## src/rtl/wisard_sched_pkg.sv

```systemverilog
// Shared FSM encoding and default sizing for the WiSARD sample scheduler.
// States are published both as an enum and as plain logic constants.
package wisard_sched_pkg;

    typedef enum logic [2:0] {
        IDLE      = 3'd0,
        FETCH     = 3'd1,
        LOAD      = 3'd2,
        SEND      = 3'd3,
        GAP       = 3'd4,
        WAIT_PRED = 3'd5,
        RESP      = 3'd6
    } sched_state_e;

    localparam logic [2:0] ST_IDLE      = IDLE;
    localparam logic [2:0] ST_FETCH     = FETCH;
    localparam logic [2:0] ST_LOAD      = LOAD;
    localparam logic [2:0] ST_SEND      = SEND;
    localparam logic [2:0] ST_GAP       = GAP;
    localparam logic [2:0] ST_WAIT_PRED = WAIT_PRED;
    localparam logic [2:0] ST_RESP      = RESP;

    localparam int DEF_N_REQ           = 2;
    localparam int DEF_REQ_ID_W        = 1;
    localparam int DEF_CLASS_WIDTH     = 1;
    localparam int DEF_TUPLE_WIDTH     = 8;
    localparam int DEF_BITCNT_WIDTH    = 3;
    localparam int DEF_NUM_POS         = 47;
    localparam int DEF_POS_W           = 6;
    localparam int DEF_SAMPLE_W        = 10;
    localparam int DEF_INTERVAL_CYCLES = 16;
    localparam int DEF_TIMEOUT_CYCLES  = 4096;
    localparam int DEF_TIMEOUT_W       = 13;

    function automatic int clog2_min1(input int v);
        return (v <= 2) ? 1 : $clog2(v);
    endfunction

endpackage

```

## src/rtl/wisard_rr_arbiter.sv

```systemverilog
// Round-robin arbiter: grants the first active request at or after the
// pointer and moves the pointer just past the winner when told to.
module wisard_rr_arbiter #(
    parameter int N_REQ    = 2,
    parameter int REQ_ID_W = 1
) (
    input  logic                clk_125MHz,
    input  logic                rst_n,
    input  logic [N_REQ-1:0]    req_i,
    input  logic                advance_i,
    output logic [N_REQ-1:0]    grant_o,
    output logic [REQ_ID_W-1:0] id_o,
    output logic                any_o
);

    localparam logic [REQ_ID_W-1:0] LAST_ID = REQ_ID_W'(N_REQ - 1);

    logic [REQ_ID_W-1:0] ptr_q;
    logic [REQ_ID_W-1:0] ptr_d;
    logic [REQ_ID_W-1:0] sel;
    logic                found;
    int                  idx;

    always_comb begin
        grant_o = '0;
        id_o    = '0;
        found   = 1'b0;
        idx     = 0;
        sel     = '0;
        for (int k = 0; k < N_REQ; k++) begin
            idx = (int'(ptr_q) + k) % N_REQ;
            sel = idx[REQ_ID_W-1:0];
            if (!found && req_i[sel]) begin
                found        = 1'b1;
                grant_o[sel] = 1'b1;
                id_o         = sel;
            end
        end
        any_o = found;
    end

    always_comb begin
        ptr_d = ptr_q;
        if (advance_i) begin
            ptr_d = (id_o == LAST_ID) ? '0 : id_o + 1'b1;
        end
    end

    always_ff @(posedge clk_125MHz or negedge rst_n) begin
        if (!rst_n) begin
            ptr_q <= '0;
        end else begin
            ptr_q <= ptr_d;
        end
    end

endmodule

```

## src/rtl/wisard_sample_scheduler.sv

```systemverilog
// Shares one WiSARD core among several requesters: arbitrates, streams each
// tuple of the granted sample LSB-first, then returns the core's prediction.
module wisard_sample_scheduler
    import wisard_sched_pkg::*;
#(
    parameter int N_REQ           = DEF_N_REQ,
    parameter int REQ_ID_W        = DEF_REQ_ID_W,
    parameter int CLASS_WIDTH     = DEF_CLASS_WIDTH,
    parameter int TUPLE_WIDTH     = DEF_TUPLE_WIDTH,
    parameter int BITCNT_WIDTH    = DEF_BITCNT_WIDTH,
    parameter int NUM_POS         = DEF_NUM_POS,
    parameter int POS_W           = DEF_POS_W,
    parameter int SAMPLE_W        = DEF_SAMPLE_W,
    parameter int INTERVAL_CYCLES = DEF_INTERVAL_CYCLES,
    parameter int TIMEOUT_CYCLES  = DEF_TIMEOUT_CYCLES,
    parameter int TIMEOUT_W       = DEF_TIMEOUT_W
) (
    input  logic                        clk_125MHz,
    input  logic                        rst_n,
    input  logic [N_REQ-1:0]            req_valid_i,
    input  logic [N_REQ*SAMPLE_W-1:0]   req_sample_i,
    output logic [N_REQ-1:0]            req_ready_o,
    output logic                        mem_rd_en_o,
    output logic [SAMPLE_W+POS_W-1:0]   mem_addr_o,
    input  logic [TUPLE_WIDTH-1:0]      mem_rdata_i,
    output logic                        tuple_bit_o,
    output logic                        tuple_valid_o,
    output logic                        sop_o,
    input  logic                        prediction_valid_i,
    input  logic [CLASS_WIDTH-1:0]      predicted_class_i,
    output logic                        rsp_valid_o,
    input  logic                        rsp_ready_i,
    output logic [REQ_ID_W-1:0]         rsp_req_id_o,
    output logic [CLASS_WIDTH-1:0]      rsp_class_o,
    output logic                        rsp_timeout_o,
    output logic                        busy_o,
    output logic                        err_spurious_o
);

    localparam int GAP_W    = clog2_min1(INTERVAL_CYCLES + 1);
    localparam int GAP_LAST = (INTERVAL_CYCLES > 0) ? INTERVAL_CYCLES - 1 : 0;

    logic [2:0]              state_q, state_d;
    logic [SAMPLE_W-1:0]     sample_q, sample_d;
    logic [POS_W-1:0]        tuple_idx_q, tuple_idx_d;
    logic [BITCNT_WIDTH-1:0] bitcnt_q, bitcnt_d;
    logic [GAP_W-1:0]        gap_q, gap_d;
    logic [TIMEOUT_W-1:0]    tmo_q, tmo_d;
    logic [TUPLE_WIDTH-1:0]  shreg_q, shreg_d;
    logic [REQ_ID_W-1:0]     rsp_id_q, rsp_id_d;
    logic [CLASS_WIDTH-1:0]  rsp_class_q, rsp_class_d;
    logic                    rsp_tmo_q, rsp_tmo_d;
    logic                    err_q, err_d;

    logic                    grant_en;
    logic [N_REQ-1:0]        arb_grant;
    logic [REQ_ID_W-1:0]     arb_id;
    logic                    arb_any;
    logic                    send;

    // Grants are only offered in IDLE and never while reset is asserted.
    assign grant_en = (state_q == ST_IDLE) && rst_n;

    wisard_rr_arbiter #(
        .N_REQ    (N_REQ),
        .REQ_ID_W (REQ_ID_W)
    ) u_arb (
        .clk_125MHz (clk_125MHz),
        .rst_n      (rst_n),
        .req_i      (req_valid_i & {N_REQ{grant_en}}),
        .advance_i  (arb_any),
        .grant_o    (arb_grant),
        .id_o       (arb_id),
        .any_o      (arb_any)
    );

    always_comb begin
        state_d     = state_q;
        sample_d    = sample_q;
        tuple_idx_d = tuple_idx_q;
        bitcnt_d    = bitcnt_q;
        gap_d       = gap_q;
        tmo_d       = tmo_q;
        shreg_d     = shreg_q;
        rsp_id_d    = rsp_id_q;
        rsp_class_d = rsp_class_q;
        rsp_tmo_d   = rsp_tmo_q;
        err_d       = err_q | (prediction_valid_i && (state_q != ST_WAIT_PRED));
        case (state_q)
            ST_IDLE: begin
                if (arb_any) begin
                    sample_d    = req_sample_i[arb_id*SAMPLE_W +: SAMPLE_W];
                    rsp_id_d    = arb_id;
                    tuple_idx_d = '0;
                    state_d     = ST_FETCH;
                end
            end
            ST_FETCH: state_d = ST_LOAD;
            ST_LOAD: begin
                shreg_d  = mem_rdata_i;
                bitcnt_d = '0;
                state_d  = ST_SEND;
            end
            ST_SEND: begin
                if (bitcnt_q == BITCNT_WIDTH'(TUPLE_WIDTH - 1)) begin
                    bitcnt_d = '0;
                    if (tuple_idx_q == POS_W'(NUM_POS - 1)) begin
                        tmo_d   = '0;
                        state_d = ST_WAIT_PRED;
                    end else begin
                        tuple_idx_d = tuple_idx_q + 1'b1;
                        gap_d       = '0;
                        state_d     = (INTERVAL_CYCLES == 0) ? ST_FETCH : ST_GAP;
                    end
                end else begin
                    bitcnt_d = bitcnt_q + 1'b1;
                end
            end
            ST_GAP: begin
                if (gap_q == GAP_W'(GAP_LAST)) begin
                    state_d = ST_FETCH;
                end else begin
                    gap_d = gap_q + 1'b1;
                end
            end
            ST_WAIT_PRED: begin
                // A prediction landing on the final timeout cycle still wins.
                if (prediction_valid_i) begin
                    rsp_class_d = predicted_class_i;
                    rsp_tmo_d   = 1'b0;
                    state_d     = ST_RESP;
                end else if (tmo_q == TIMEOUT_W'(TIMEOUT_CYCLES - 1)) begin
                    rsp_class_d = '0;
                    rsp_tmo_d   = 1'b1;
                    state_d     = ST_RESP;
                end else begin
                    tmo_d = tmo_q + 1'b1;
                end
            end
            ST_RESP: begin
                if (rsp_ready_i) begin
                    state_d = ST_IDLE;
                end
            end
            default: state_d = ST_IDLE;
        endcase
    end

    always_ff @(posedge clk_125MHz or negedge rst_n) begin
        if (!rst_n) begin
            state_q     <= ST_IDLE;
            sample_q    <= '0;
            tuple_idx_q <= '0;
            bitcnt_q    <= '0;
            gap_q       <= '0;
            tmo_q       <= '0;
            shreg_q     <= '0;
            rsp_id_q    <= '0;
            rsp_class_q <= '0;
            rsp_tmo_q   <= 1'b0;
            err_q       <= 1'b0;
        end else begin
            state_q     <= state_d;
            sample_q    <= sample_d;
            tuple_idx_q <= tuple_idx_d;
            bitcnt_q    <= bitcnt_d;
            gap_q       <= gap_d;
            tmo_q       <= tmo_d;
            shreg_q     <= shreg_d;
            rsp_id_q    <= rsp_id_d;
            rsp_class_q <= rsp_class_d;
            rsp_tmo_q   <= rsp_tmo_d;
            err_q       <= err_d;
        end
    end

    assign send           = (state_q == ST_SEND);
    assign req_ready_o    = arb_grant;
    assign mem_rd_en_o    = (state_q == ST_FETCH);
    assign mem_addr_o     = {sample_q, tuple_idx_q};
    assign tuple_bit_o    = send && shreg_q[bitcnt_q];
    assign tuple_valid_o  = send && (bitcnt_q == '0);
    assign sop_o          = tuple_valid_o && (tuple_idx_q == '0);
    assign rsp_valid_o    = (state_q == ST_RESP);
    assign rsp_req_id_o   = rsp_id_q;
    assign rsp_class_o    = rsp_class_q;
    assign rsp_timeout_o  = rsp_tmo_q;
    assign busy_o         = (state_q != ST_IDLE);
    assign err_spurious_o = err_q;

endmodule

```

## config.mk

```make
export PLATFORM = sky130hd
export DESIGN_NAME = wisard_sample_scheduler
export DESIGN_NICKNAME = d
export VERILOG_FILES = /design/src/rtl/wisard_sched_pkg.sv /design/src/rtl/wisard_rr_arbiter.sv /design/src/rtl/wisard_sample_scheduler.sv
export SDC_FILE = /design/constraint.sdc
export NUM_CORES = 1
export LEC_CHECK = 0
export CAP_MARGIN = 10
export CELL_PAD_IN_SITES_DETAIL_PLACEMENT = 1
export CELL_PAD_IN_SITES_GLOBAL_PLACEMENT = 1
export CORE_MARGIN = 8
export CORE_UTILIZATION = 30
export DETAILED_ROUTE_END_ITERATION = 10
export GPL_TIMING_DRIVEN = 1
export PLACE_DENSITY_LB_ADDON = 0.1
export SLEW_MARGIN = 5
export SYNTH_ARGS = -nofsm -noshare
export SYNTH_HDL_FRONTEND = slang
export SYNTH_SLANG_ARGS = --single-unit
```

## constraint.sdc

```tcl
create_clock -name clk_125MHz -period 2.9 [get_ports clk_125MHz]
set_clock_uncertainty 0.1 [all_clocks]
set_input_delay 0.58 -clock clk_125MHz [delete_from_list [all_inputs] [get_ports clk_125MHz]]
set_output_delay 0.58 -clock clk_125MHz [all_outputs]
set_load 0.05 [all_outputs]
```

# --- Word-level counts from Yosys, hierarchy flattened ---
# Index checks and enable logic that the tools add are counted.
op_classes:
  add_sub_neg: 6
  mul: 1
  n_lt_le_gt_ge: 5
  n_eq_ne: 21
  shift: 1
  muxes: 44
  bitwise: 3
  reduce_logical: 24
op_table:
  columns: ["cell", "n"]
  rows:
  - ["$mux W13", 4]
  - ["$pmux W13 S2", 1]
  - ["$mux W3", 7]
  - ["$pmux W3 S7", 1]
  - ["$shiftx A20 B6 Y10", 1]
  - ["$mux W6", 3]
  - ["$mux W1", 17]
  - ["$mux W5", 3]
  - ["$add A13 B1 Y13 const B", 1]
  - ["$eq A13 B12 Y1 const B", 1]
  - ["$eq A3 B3 Y1 const B", 4]
  - ["$ne A2 B2 Y1 const B", 6]
  - ["$pmux W6 S2", 1]
  - ["$pmux W5 S2", 1]
  - ["$reduce_and A5 Y1", 2]
  - ["$reduce_bool A2 Y1", 5]
  - ["$logic_and A1 B1 Y1", 8]
  - ["$reduce_and A4 Y1", 2]
  - ["$add A6 B1 Y6 const B", 1]
  - ["$eq A3 B2 Y1 const B", 2]
  - ["$eq A6 B6 Y1 const B", 1]
  - ["$logic_not A3 Y1", 2]
  - ["$logic_not A6 Y1", 1]
  - ["$ne A2 B1 Y1 const B", 3]
  - ["20 further kinds", 27]
word_totals:
  register_bits: 53
  in_bits: 35
  out_inout_bits: 28
  word_cells: 117

# --- Longest topological paths before layout ---
# Gate-level depths: netlist (run 1).
depth:
  ltp_word: 11
  mapped_depth: 8
  mapped_depth_nobuf: 7

# --- By module ---
# A second synthesis (run 1) with hierarchy kept.
hier_totals:
  cells_unflattened: 299
  area_unflattened_um2: 2994.1
modules_own_cells:
  columns: ["module", "instances", "cells_each", "area_per_inst_um2", "seq_area_each_um2"]
  rows:
  - ["wisard_sample_scheduler", 1, 291, 2904.0, 1301.2]
  - ["wisard_rr_arbiter", 1, 8, 90.1, 25.0]

# --- Worst setup path after synthesis (run 1) ---
# OpenSTA, ideal clock, no wires.
synth_path:
  path_type: "flip-flop to output port"
  start: "register state_q[1]"
  end: "output sop_o"
  arrival_time_ns: 2.635
  t_required_ns: 2.220
  path_slack_ns: -0.415
  stages_incl_launch_ff: 5
  cell_sequence: "dfrtp_1 > clkbuf_1 > nand3_1 > nor3b_1 > and3_1"
synth_via:
  elab_chain_len: 3
synth_rtl:
  columns: ["element", "line_no", "source"]
  rows:
  - ["from (decl)", "wisard_sample_scheduler.sv:43", "logic [2:0] state_q, state_d;"]
  - ["from (signal assigned)", "wisard_sample_scheduler.sv:163", "state_q <= state_d;"]
  - ["$eq A3 B2 Y1", "wisard_sample_scheduler.sv:177", "assign send = (state_q == ST_SEND);"]
  - ["$logic_and A1 B1 Y1", "wisard_sample_scheduler.sv:182", "assign tuple_valid_o = send && (bitcnt_q == '0);"]
  - ["named net tuple_valid_o", "wisard_sample_scheduler.sv:27", "output logic tuple_valid_o,"]
  - ["$logic_and A1 B1 Y1", "wisard_sample_scheduler.sv:183", "assign sop_o = tuple_valid_o && (tuple_idx_q == '0);"]
  - ["to (decl)", "wisard_sample_scheduler.sv:28", "output logic sop_o,"]
# The timed path passes the listed nets, and every way through them passes these cells.

# --- Worst setup path in the final report (run 1) ---
layout_path:
  start: "register state_q[2]"
  end: "output busy_o"
layout_via:
  elab_chain_len: 1
layout_rtl:
  columns: ["element", "line_no", "source"]
  rows:
  - ["$reduce_bool A3 Y1", "wisard_sample_scheduler.sv:188", "assign busy_o = (state_q != ST_IDLE);"]
  - ["to (decl)", "wisard_sample_scheduler.sv:36", "output logic busy_o,"]
# Every way passes these cells.

==> flow_metrics.env, run 1 <==
export IMPL_worst_setup_path_start_kind="register"
export IMPL_yosys_warnings=0
export IMPL_grt_pass1_vias=2527
export IMPL_drt_wl_total_mm=7.59
export IMPL_portBuffers=62
export IMPL_min_period_ns=2.76
export IMPL_ctsResizeCount=1
export IMPL_start_util=0.305
export IMPL_netSwitchingFraction=0.417
export IMPL_grt_usage=0.124
export IMPL_grt_max_degree=54
export IMPL_p_per_area_mw_per_mm2=804
export IMPL_synth_top_area_cell="dfrtp_1"
export IMPL_fin_area_mm2=0.00375
export IMPL_clock_power_share=0.176
export IMPL_synth_most_common_cell="dfrtp_1"
export IMPL_crit_slowest_cell="clkdlybuf4s50_1"
export IMPL_path_cells="buf_4 -> or3_1 -> clkdlybuf4s50_1"
export IMPL_hold_viol=0
export IMPL_synth_top_area_frac=0.478
export IMPL_fin_hold_ws_ns=0.329
export IMPL_synthCells=277
export IMPL_overflow=0
export IMPL_fill_cells=1076
export IMPL_rsz0062_at_grt="false"
export IMPL_combPwrFrac=0.465
export IMPL_finalMaxSlewViolations=0
export IMPL_cts_tree="done"
export IMPL_clk_latency_ns=0.31
export IMPL_total_power_w=0.00302
export IMPL_yosysSeqAreaShare=0.478
export IMPL_synth_ff_type="dfrtp_1"
export IMPL_path_max_fanout=12
export IMPL_crit_buf_inv=2
export IMPL_synth_edf_count=0
export IMPL_die_y_um=112
export IMPL_dpl_cell_area_mm2=0.00363
export IMPL_first_pass_iters=4
export IMPL_cts_inserted_buffers=5
export IMPL_h_tree_depth=2
export IMPL_die_area_mm2=0.0126
export IMPL_vias=2376
export IMPL_cp_top_family="buffers and inverters"
export IMPL_dieWidth_um=112
export IMPL_ys_async_sr_fraction=1.00
export IMPL_syn_to_final_growth_pct=35.2
export IMPL_relSlewSlack=0.523
export IMPL_ys_ff_latch=53
export IMPL_antenna_cells=0
export IMPL_ys_types=47
export IMPL_cpPeakStageDelay_ns=0.75
export IMPL_vias_per_cell=5.11
export IMPL_core_area_mm2=0.00911
export IMPL_rows=35
export IMPL_pwr_share_seq=0.359
export IMPL_wire_per_inst_um=16.3
export IMPL_worst_pin_slew_ns=0.712
export IMPL_p_int_w=0.00176
export IMPL_crit_path_end_kind="primary output"
export IMPL_cellLeakagePower_nw=1.68
export IMPL_p_switching_w=0.00126
export IMPL_cts_sinks=53
export IMPL_cts_setup_buffers=0
export IMPL_cts_root_buf="clkbuf_8"
export IMPL_netlist_area_mm2=0.00278
export IMPL_min_period_over_period=0.953
export IMPL_num_nets_final=397
export IMPL_status="finished, final reports clean"
export IMPL_synthesis_nets=321
export IMPL_drtIter0Drc=71
export IMPL_peakVddDrop_v=0.000308
export IMPL_timing_worst_setup_path_type="register to primary output"
export IMPL_maxCapViolCount=0
export IMPL_hold_buffers=0
export IMPL_cts_buffer_depth=2
export IMPL_fmax_mhz=362
export IMPL_drive_above_1_share=0.133
export IMPL_setup_tns_ns=0
export IMPL_arrival_ns=2.08
export IMPL_antenna_found_initial=0
export IMPL_setup_viol=0
export IMPL_required_ns=2.22
export IMPL_io_pins=63
export IMPL_hp_class="input port to asynchronous set/reset pin"
export IMPL_drc=0
export IMPL_postRouteAntennaNets=0
export IMPL_synth_top_cells_by_count="53 x dfrtp_1, 37 x nand2_1, 18 x o21ai_0, 17 x a21oi_1, 14 x nor2_1"
export IMPL_syn_avg_cell_area_um2=10.0
export IMPL_synthTopCellsByArea="dfrtp_1 48%, nand2_1 5.0%, mux2_2 4.5%, mux2i_1 4.3%, ha_1 4.1%"
export IMPL_hpwlAfterDp_mm=5.77
export IMPL_clkTransAtPathRegs_ns=0.09
export IMPL_fin_util=0.412
export IMPL_place_gp_congestion=0.729
export IMPL_grt_pass1_wl_mm=12.7
final timing paths:
| path | startpoint | end | slack, ns | cells past startpoint |
|---|---|---|---|---|
| worst max register to register | bitcnt_q[0] | tmo_q[9] | 0.26 | 7 |
| worst max-delay path | state_q[2] | busy_o | 0.14 | 3 |
| min in group clk_125MHz | err_spurious_o | err_spurious_o | 0.37 | 1 |
| max in group asynchronous | rst_n | bitcnt_q[2] | 1.90 | 2 |
| worst min register to register | err_spurious_o | err_spurious_o | 0.37 | 1 |
| worst min-delay path | rst_n | tuple_idx_q[0] | 0.33 | 2 |
kinds of logic after synthesis:
family | count (synthesis) | synth area share
flops | 53 | 0.478
buf+inv | 22 | 0.0329
compound gates | 59 | 0.136
fa+ha+maj | 9 | 0.0406
xor+xnor | 5 | 0.0158
simple gates | 104 | 0.193
mux | 25 | 0.104
cell type report:
type	count	area (um2)	area share
multi-input combinational	202	1370	0.364
tap	111	139	0.0370
inverter	14	52.6	0.0140
timing repair buffer	77	754	0.201
sequential	53	1330	0.353
clock buffer	7	86.3	0.0230
clock inverter	1	30.0	0.00800
power groups by stage:
stage	Sequential (W)	Combinational [W]	Clock, W
floorplan	0.00135	0.000649	0
global placement	0.00110	0.00141	0
detailed placement	0.00110	0.00143	0
CTS	0.00109	0.00143	0.000557
global route	0.00111	0.00152	0.000576
finish	0.00108	0.00141	0.000532
state kept, by name, summed over array words and instances, names as in the netlist:
signal / flops
rsp_timeout_o: 1
bitcnt_q: 3
tuple_idx_q: 6
shreg_q: 8
gap_q: 5
err_spurious_o: 1
u_arb.ptr_q: 1
tmo_q: 13
rsp_req_id_o: 1
state_q: 3
rsp_class_o: 1
sample_q: 10
layer usage:
layer / vias up / wire length (um) / global-route usage
li1: 1154 / - / -
met1: 1171 / 3560 / 0.151
met2: 47 / 3450 / 0.202
met3: 4 / 499 / 0.0451
met4: 0 / 87 / 0.0351
met5: - / 0 / 0
worst reg2reg max path, cell delays in order, from the launching register on:
cell and delay, ns:
dfrtp_1 0.49, ha_1 0.20, ha_1 0.16, nand2_1 0.07, o32a_1 0.37, a211o_1 0.48, or4_1 0.53, a21oi_1 0.16
layout by cell type, fill, tap and decap left out, types with 2 or more instances in the layout:
| cell | instances |
|---|---|
| a22o_1 | 3 |
| o21ai_1 | 2 |
| nand3_1 | 10 |
| clkdlybuf4s50_1 | 54 |
| clkbuf_8 | 6 |
| nor2_1 | 13 |
| o31ai_1 | 6 |
| xor2_1 | 4 |
| nand2b_1 | 2 |
| nand2_1 | 37 |
| mux2i_1 | 12 |
| and3_1 | 2 |
| inv_1 | 13 |
| mux2_2 | 11 |
| o21ai_0 | 17 |
| nand4_1 | 5 |
| a21oi_1 | 17 |
| a211o_1 | 2 |
| o211ai_1 | 2 |
| ha_1 | 9 |
| nor3_1 | 6 |
| nor3_2 | 2 |
| dfrtp_1 | 53 |
| nor4_1 | 3 |
| nor2b_1 | 3 |
| or4_1 | 8 |
| mux4_2 | 2 |
| buf_12 | 3 |
| or3_1 | 5 |
| a21o_1 | 2 |
| buf_4 | 17 |
metrics by stage:
step / std cells / worst slack [ns]
floorplan: 277 / 0.0766
global placement: 457 / 0.294
detailed placement: 457 / 0.270
CTS: 465 / 0.0545
global route: 465 / 0.0474
finish: 465 / 0.136
No activity file was read; power rests on OpenSTA's default activity.
==> run 2: changes to the inputs <==
--- a/config.mk
+++ b/config.mk
@@ -16,4 +16,5 @@
 export SLEW_MARGIN = 5
 export SYNTH_ARGS = -nofsm -noshare
 export SYNTH_HDL_FRONTEND = slang
+export SYNTH_HIERARCHICAL = 1
 export SYNTH_SLANG_ARGS = --single-unit
==> run 2 against run 1 <==
  * Clock-buffer cell count fell by 2
  * Synthesized area increased by 7.8%
  * Clock power is 15% lower
  * Critical path depth up 2
  * Final cell count increased by 7.3%
  * Non-clock buffer count fell by 6
  * Critical path type unchanged
  * Global-route usage hardly changed
  * Worst hold slack improved by 0.047 ns
  * Flip-flop and latch count is the same
  * Sequential share of layout area fell by 1.5 points
  * Highest routed layer unchanged
==> flow_metrics.env, run 2 <==
export IMPL_timing_worst_setup_path_type="register to primary output"
export IMPL_hold_buffers=0
export IMPL_worst_pin_slew_ns=0.699
export IMPL_ys_ff_latch=53
export IMPL_pwr_share_seq=0.585
export IMPL_dpl_cell_area_mm2=0.00383
export IMPL_status="finished, final reports clean"
export IMPL_grt_pass1_vias=2608
export IMPL_layout_common_cells="56 x clkdlybuf4s50_1, 53 x dfrtp_1, 37 x nand2_1"
export IMPL_grt_max_degree=54
export IMPL_grt_usage=0.124
export IMPL_h_tree_depth=2
export IMPL_cts_tree="done"
export IMPL_worst_setup_path_start_kind="register"
export IMPL_drtIter0Drc=70
export IMPL_cellLeakagePower_nw=1.59
export IMPL_ys_types=59
export IMPL_r2r_start="state_q[2]"
export IMPL_vias=2486
export IMPL_clk_latency_ns=0.31
export IMPL_cts_sinks=53
export IMPL_synthCells=299
export IMPL_overflow=0
export IMPL_setup_viol=0
export IMPL_synth_top_area_frac=0.443
export IMPL_p_switching_w=0.000308
export IMPL_multi_input_area_mm2=0.00155
export IMPL_syn_avg_cell_area_um2=10.0
export IMPL_regMostFlops="tmo_q"
export IMPL_synth_most_common_cell="dfrtp_1"
export IMPL_postRouteAntennaNets=0
export IMPL_combPwrFrac=0.061
export IMPL_yosysSeqAreaShare=0.443
export IMPL_grt_pass1_wl_mm=13.3
export IMPL_cts_root_buf="clkbuf_8"
export IMPL_ys_async_sr_fraction=1.00
export IMPL_reg2reg_slack_ns=0.48
export IMPL_vias_per_cell=4.98
export IMPL_yosys_warnings=6
export IMPL_final_common_cell="clkdlybuf4s50_1"
export IMPL_min_period_ns=2.67
export IMPL_fin_area_mm2=0.00393
export IMPL_path_cells="nor3_1 -> buf_4 -> and3_1 -> a21boi_0 -> buf_12"
export IMPL_hp_class="input port to asynchronous set/reset pin"
export IMPL_fmax_mhz=374
export IMPL_portBuffers=62
export IMPL_netSwitchingFraction=0.241
export IMPL_num_nets_final=409
export IMPL_rows=36
export IMPL_path_max_fanout=9
export IMPL_antenna_cells=0
export IMPL_p_per_area_mw_per_mm2=326
export IMPL_setup_tns_ns=0
export IMPL_io_pins=63
export IMPL_antenna_found_initial=0
export IMPL_cpPeakStageDelay_ns=0.49
export IMPL_relSlewSlack=0.534
export IMPL_peakVddDrop_v=0.000170
export IMPL_drc=0
export IMPL_synth_top_area_cell="dfrtp_1"
export IMPL_synthTopCellsByArea="dfrtp_1 44%, mux2i_1 5.0%, nand2_1 4.6%, mux2_2 4.1%, ha_1 3.8%"
export IMPL_netlist_area_mm2=0.00299
export IMPL_ctsResizeCount=0
export IMPL_clkTransAtPathRegs_ns=0.11
export IMPL_drt_wl_total_mm=8.12
export IMPL_reg2regPathDepth=7
export IMPL_dieWidth_um=116
export IMPL_finalMaxSlewViolations=0
export IMPL_regArea_mm2=0.00133
export IMPL_core_area_mm2=0.00973
export IMPL_min_period_over_period=0.922
export IMPL_synth_ff_type="dfrtp_1"
export IMPL_drive_above_1_share=0.131
export IMPL_wire_per_inst_um=16.3
export IMPL_maxCapViolCount=0
export IMPL_arrival_ns=1.99
export IMPL_syn_to_final_growth_pct=31.1
export IMPL_largest_reg_flops=13
export IMPL_die_y_um=116
export IMPL_hpwlAfterDp_mm=6.22
export IMPL_start_util=0.308
export IMPL_synth_edf_count=0
export IMPL_synthesis_nets=343
export IMPL_cts_buffer_depth=2
export IMPL_crit_slowest_cell="dfrtp_1"
export IMPL_crit_path_end_kind="primary output"
export IMPL_r2r_end="tuple_idx_q[5]"
export IMPL_die_area_mm2=0.0134
export IMPL_reg_largest_list="tmo_q: 13 flops, sample_q: 10 flops, shreg_q: 8 flops"
export IMPL_p_int_w=0.000972
export IMPL_clock_power_share=0.355
export IMPL_synth_top_cells_by_count="53 x dfrtp_1, 37 x nand2_1, 20 x o21ai_0, 19 x inv_1, 15 x mux2i_1"
export IMPL_cts_setup_buffers=0
export IMPL_required_ns=2.22
export IMPL_place_gp_congestion=0.762
export IMPL_fill_cells=1133
export IMPL_first_pass_iters=4
export IMPL_hold_viol=0
export IMPL_cts_inserted_buffers=5
export IMPL_rsz0062_at_grt="false"
-- run 2: cell types whose count changed after synthesis, sizes merged, moves of 4 or more --
cell	previous run	this run
a21oi	17	9
and3	2	9
clkbuf	3	7
inv	13	19
nor3	8	2
o211ai	2	8
o31ai	6	1
or4	8	3
xor2	4	0
-- run 2: cell type report --
| cell class | instances | share of cell area |
|---|---|---|
| Tap cell | 133 | 0.0424 |
| Clock inverter | 3 | 0.00669 |
| Sequential cell | 53 | 0.338 |
| Inverter | 19 | 0.0182 |
| Clock buffer | 5 | 0.0175 |
| Timing Repair Buffer | 71 | 0.184 |
| Multi-Input combinational cell | 215 | 0.394 |
-- run 2: how the worst max path moves through the flow --
| stage | slack [ns] | from | end | cells past startpoint |
|---|---|---|---|---|
| 2_1_floorplan | 0.02 | state_q[1] | req_ready_o[0] | 4 |
| 3_3_place_gp | 0.39 | req_valid_i[1] | tuple_idx_q[5] | 6 |
| 3_5_place_dp | 0.33 | req_valid_i[1] | tuple_idx_q[5] | 6 |
| 4_1_cts | 0.21 | state_q[2] | req_ready_o[0] | 5 |
| 5_1_grt | 0.13 | state_q[2] | req_ready_o[0] | 5 |
| 6_report | 0.23 | state_q[2] | req_ready_o[0] | 5 |
-- run 2: power groups by stage --
stage                     Clock, W  Sequential (W)  Combinational [W]
final                     0.000454        0.000748          0.0000776
after global routing      0.000505        0.000750          0.0000869
after CTS                 0.000478        0.000749          0.0000803
after detailed placement         0        0.000763          0.0000802
after global placement           0        0.000763          0.0000788
after floorplan                  0        0.000762          0.0000143
-- run 2: stage by stage --
stage / power, W / setup WS [ns] / util / hold slack (ns) / instances
global placement: 0.000842 / 0.386 / 0.394 / 0.356 / 491
CTS: 0.00131 / 0.210 / 0.404 / 0.386 / 499
detailed placement: 0.000843 / 0.332 / 0.394 / 0.360 / 491
finish: 0.00128 / 0.227 / 0.404 / 0.376 / 499
floorplan: 0.000776 / 0.0236 / - / 0.184 / 299
global route: 0.00134 / 0.129 / 0.404 / 0.408 / 499
-- run 2: cells by family (layout without fill, tap and decap cells) --
kind of cell    Yosys count  in the layout  share of synthesized area
xor+xnor                  1              1                    0.00293
buf+inv                  31             98                     0.0422
fa+ha+maj                 9              9                     0.0376
mux                      28             28                      0.107
flops                    53             53                      0.443
simple gates            109            109                      0.205
compound gates           68             68                      0.163
-- run 2: layer usage --
layer	wire length [um]	up-vias	track usage
met1	3840	1237	0.160
li1	-	1211	-
met3	271	4	0.0276
met2	3960	34	0.205
met4	53	0	0.0311
met5	0	-	0
-- run 2: critical path: cells and delay by family (launching register included) --
| kind | cells | cell delay, ns |
|---|---|---|
| and+or+nand+nor | 2 | 0.46 |
| buffers and inverters | 2 | 0.35 |
| AOI/OAI and AO/OA | 1 | 0.37 |
| DFF | 1 | 0.49 |
==> run 3: changes to the inputs <==
--- a/config.mk
+++ b/config.mk
@@ -5,6 +5,7 @@
 export SDC_FILE = /design/constraint.sdc
 export NUM_CORES = 1
 export LEC_CHECK = 0
+export ABC_CLOCK_PERIOD_IN_PS = 2900
 export CAP_MARGIN = 10
 export CELL_PAD_IN_SITES_DETAIL_PLACEMENT = 1
 export CELL_PAD_IN_SITES_GLOBAL_PLACEMENT = 1
==> results of run 3 <==
Same layout as run 2: the final DEF is identical, and so are final timing and power.
